**config.mk**
```make
export PLATFORM = sky130hd
export DESIGN_NAME = prbs15_byte_gen
export DESIGN_NICKNAME = d
export VERILOG_FILES = /design/src/rtl/prbs15_byte_gen.sv
export SDC_FILE = /design/constraint.sdc
export NUM_CORES = 1
export LEC_CHECK = 0
export ABC_AREA = 1
export CORE_MARGIN = 4
export CORE_UTILIZATION = 45
export CTS_CLUSTER_SIZE = 25
export DETAILED_ROUTE_END_ITERATION = 7
export PLACE_DENSITY = 0.77
export SYNTH_ARGS = -nofsm -noshare
export SYNTH_HDL_FRONTEND = slang
export SYNTH_SLANG_ARGS = --single-unit
```
**constraint.sdc**
```tcl
create_clock -name clk -period 1.9 [get_ports clk]
set_input_delay 0.285 -clock clk [delete_from_list [all_inputs] [get_ports clk]]
set_output_delay 0.285 -clock clk [all_outputs]
set_load 0.02 [all_outputs]
```
**src/rtl/prbs15_byte_gen.sv**
```systemverilog
// rtl/prbs15_byte_gen.sv - PRBS-15 (x^15+x^14+1) byte burst generator
// triggered by the rising edge of pattern_valid.
module prbs15_byte_gen #(
  parameter logic [14:0] DEF_SEED = 15'h7FFF
) (
  input  logic        clk,
  input  logic        rst,
  input  logic        pattern_valid,
  input  logic [14:0] seed,
  input  logic [7:0]  num_bytes,
  output logic [7:0]  out_byte,
  output logic        out_valid,
  input  logic        out_ready,
  output logic        busy,
  output logic        done
);

  typedef enum logic [1:0] {
    IDLE = 2'd0,
    RUN  = 2'd1,
    DONE = 2'd2
  } state_t;

  state_t      state_q, state_d;
  logic [14:0] lfsr_q, lfsr_d, lfsr_adv;
  logic [7:0]  cnt_q, cnt_d;
  logic [7:0]  byte_c;
  logic        pv_q;
  logic        valid_q, busy_q, done_q;
  logic        trigger, xfer;

  assign trigger = pattern_valid & ~pv_q;
  assign xfer    = valid_q & out_ready;

  // Eight LFSR steps per byte; the first feedback bit lands in the MSB.
  always_comb begin : step8
    logic [14:0] s;
    logic        fb;
    s      = lfsr_q;
    fb     = 1'b0;
    byte_c = 8'h00;
    for (int i = 0; i < 8; i++) begin
      fb            = s[14] ^ s[13];
      s             = {s[13:0], fb};
      byte_c[7 - i] = fb;
    end
    lfsr_adv = s;
  end

  always_comb begin
    state_d = state_q;
    lfsr_d  = lfsr_q;
    cnt_d   = cnt_q;
    case (state_q)
      IDLE: begin
        if (trigger) begin
          lfsr_d  = (seed == 15'd0) ? DEF_SEED : seed;
          cnt_d   = num_bytes;
          state_d = (num_bytes != 8'd0) ? RUN : DONE;
        end
      end
      RUN: begin
        if (xfer) begin
          lfsr_d = lfsr_adv;
          cnt_d  = cnt_q - 8'd1;
          if (cnt_q == 8'd1) state_d = DONE;
        end
      end
      DONE: begin
        if (!pattern_valid) state_d = IDLE;
      end
      default: state_d = IDLE;
    endcase
  end

  always_ff @(posedge clk or negedge rst) begin
    if (!rst) begin
      state_q <= IDLE;
      lfsr_q  <= 15'h0;
      cnt_q   <= 8'h0;
      pv_q    <= 1'b0;
      valid_q <= 1'b0;
      busy_q  <= 1'b0;
      done_q  <= 1'b0;
    end else begin
      state_q <= state_d;
      lfsr_q  <= lfsr_d;
      cnt_q   <= cnt_d;
      pv_q    <= pattern_valid;
      valid_q <= (state_d == RUN);
      busy_q  <= (state_d == RUN);
      done_q  <= (state_d == DONE);
    end
  end

  assign out_byte  = valid_q ? byte_c : 8'h00;
  assign out_valid = valid_q;
  assign busy      = busy_q;
  assign done      = done_q;

endmodule

```
==> results_dict.tcl <==
set metrics [dict create \
    outcome "complete, no violations" \
    firstDrtPassIters 5 \
    fillers 346 \
    finalClockSkew_ns 0.0106 \
    critPathArrivalTime_ns 1.40 \
    fin_crit_sh_pct 88.6 \
    ant_nets 0 \
    drive_gt1_share_pct 4.36 \
    overflow 0 \
    fp.dieArea_sq_mm 0.00512 \
    netlist.area_leader.share_pct 38.6 \
    die_h_um 71.5 \
    cp.required_ns 1.62 \
    path_delay_family "flip-flops" \
    peakVddDrop_uv 755 \
    avgViaCountPerCell 4.91 \
    synth.largest_area_cell "dfrtp_1" \
    antenna_cells 0 \
    row_count 22 \
    drt-initial-drc-count 177 \
    top_layer "met4" \
    powerDensity_mw_per_mm2 1620 \
    worst_pin_slew_ns 0.512 \
    syn_area_sq_mm 0.00182 \
    clock-sinks 28 \
    numCtsBuffers 3 \
    cts_max_level 1 \
    period_minus_slack_ns 1.68 \
    slew_headroom_pct 65.8 \
    clk_pin_slew_ns 0.10 \
    wl_met1_um 1990 \
    wl_met2_um 2010 \
    setup_viol 0 \
    yosys_warnings 0 \
    stdcell_count 369 \
    vias 1811 \
    syn2layout_area_growth_pct 26.6 \
    syn_area_per_cell_sq_um 6.37 \
    synth_area_leaders "dfrtp_1 39%, nand2_1 25%, nor2_1 13%" \
    ys_seq_area_share_pct 38.6 \
    hold_path_class "input port to asynchronous set/reset pin" \
    path_cells "xnor2_1 > nor2_1 > dlygate4sd2_1" \
    leakagePower_nw 1.24 \
    fin_nets 351 \
    cts_buffer_depth 2 \
    wl_um 4350 \
    dr_wl_met3_um 287 \
    rsz0062_at_grt "false" \
    path_class "register to output pin" \
    ys_seq_elements 28 \
    multiInputGateArea_sq_um 965 \
    grt_pass1_wl_um 7530 \
    cts_tree "yes" \
    tns_ns 0 \
    cts_hold_buf 0 \
    fmax_ghz 0.594 \
    seq_area_sq_um 701 \
    gp_congestion 0.884 \
    dp_hpwl_um 3180 \
    cp_slowest_cell "dfrtp_1" \
    clockRootBuffer "clkbuf_8" \
    cp_slowest_stage_delay_ns 0.44 \
    cts_setup_buffers 0 \
    cap_violations 0 \
    grt_max_degree 29 \
    syn_inst 285 \
    ys_types 21 \
    startpoint_type "register" \
    ios 38 \
    drc_errors 0 \
    crit_path_end_kind "output pin" \
    cp_max_fo 3 \
    wl_per_cell_um 11.8 \
    clock_latency_ns 0.28 \
    final_common_cell "nand2_1" \
    die_w_um 71.5 \
    final_cell_mix "119 x nand2_1, 65 x nor2_1, 29 x clkdlybuf4s50_1" \
    io_buffers 37 \
    fin_util_pct 61.0 \
    initial_core_util_pct 48.2 \
    antenna_found_initial 0 \
    dpl.cell_count 365 \
    core_sq_mm 0.00377 \
    path_buf_inv 1 \
    finalHoldViolCount 0 \
    maxSlewViolCount 0 \
    grt_pass1_vias 1686 \
    syn-num-nets 314 \
    grtUsageTotal_pct 18.4 \
]
-- metrics by stage --
stage / hold slack, ns / instance area (sq um) / power (mW) / worst slack [ns]
after floorplan: -0.0106 / 1820 / 2.62 / 0.674
after global placement: 0.458 / 2220 / 3.27 / 0.195
after detailed placement: 0.469 / 2220 / 3.31 / 0.116
after CTS: 0.386 / 2290 / 3.76 / 0.00418
after global routing: 0.401 / 2300 / 4.10 / 0.140
final: 0.374 / 2300 / 3.73 / 0.217
-- sequential cells by signal, summed over array words and instances, names as in the netlist --
register  cells
lfsr_q       15
cnt_q         8
state_q       2
busy          1
done          1
pv_q          1
-- cell usage after synthesis --
cell type  number
or2_2           1
nand3_1         9
clkbuf_1        1
clkinv_1        1
nor2_1         65
nor2_8          1
ha_1            2
a21oi_1         3
nand2_1       119
o21ai_1         1
xnor2_1         8
buf_6           1
buf_2           4
o211ai_1        2
buf_4           4
inv_2           2
nand2_2         1
o21ai_0         7
nand4_1         5
dfrtp_1        28
inv_1          20
-- cell families (layout without fill, tap and decap cells) --
| group | after synthesis | in the layout | share of synthesized area, % |
|---|---|---|---|
| buffers and inverters | 33 | 69 | 8.33 |
| AOI/OAI and AO/OA | 13 | 13 | 3.86 |
| and+or+nand+nor | 201 | 201 | 44.0 |
| DFF | 28 | 28 | 38.6 |
| xor gates and xnor gates | 8 | 8 | 3.86 |
| adders and majority gates | 2 | 2 | 1.38 |
-- path summary, 6_finish.rpt --
check / end / depth (start not counted) / slack, ns / start
worst max-delay path: out_byte[7] / 3 / 0.22 / lfsr_q[13]
worst min-delay path: lfsr_q[0] / 2 / 0.37 / rst
worst max register to register: cnt_q[3] / 6 / 0.33 / state_q[1]
worst min register to register: cnt_q[7] / 2 / 0.49 / cnt_q[7]
max in group asynchronous: lfsr_q[12] / 2 / 1.25 / rst
min in group clk: cnt_q[7] / 2 / 0.49 / cnt_q[7]
-- layout make-up --
type	instances	area share, %
multi-input combinational	224	41.9
sequential	28	30.5
timing repair buffer	42	18.1
inverter	23	3.75
tap	48	2.61
clock buffer	3	1.80
clock inverter	1	1.31
-- power breakdown --
group | switching, mW | internal (mW)
clock network | 0.196 | 0.283
logic | 1.29 | 0.868
registers | 0.234 | 0.859
total | 1.72 | 2.01
-- layer usage --
layer  up-vias  global-route usage, %
met4         0                   6.89
met1       809                   26.4
met3         6                   2.81
li1        935                      -
met2        61                   28.1
met5         -                      0
-- repair_timing --
| action | in CTS | in global routing |
|---|---|---|
| setup endpoints to repair | 3 | 5 |
| gates cloned | 0 | 0 |
| gates resized for setup | 3 | 5 |
Note: power is estimated with default switching activity, not from simulation.
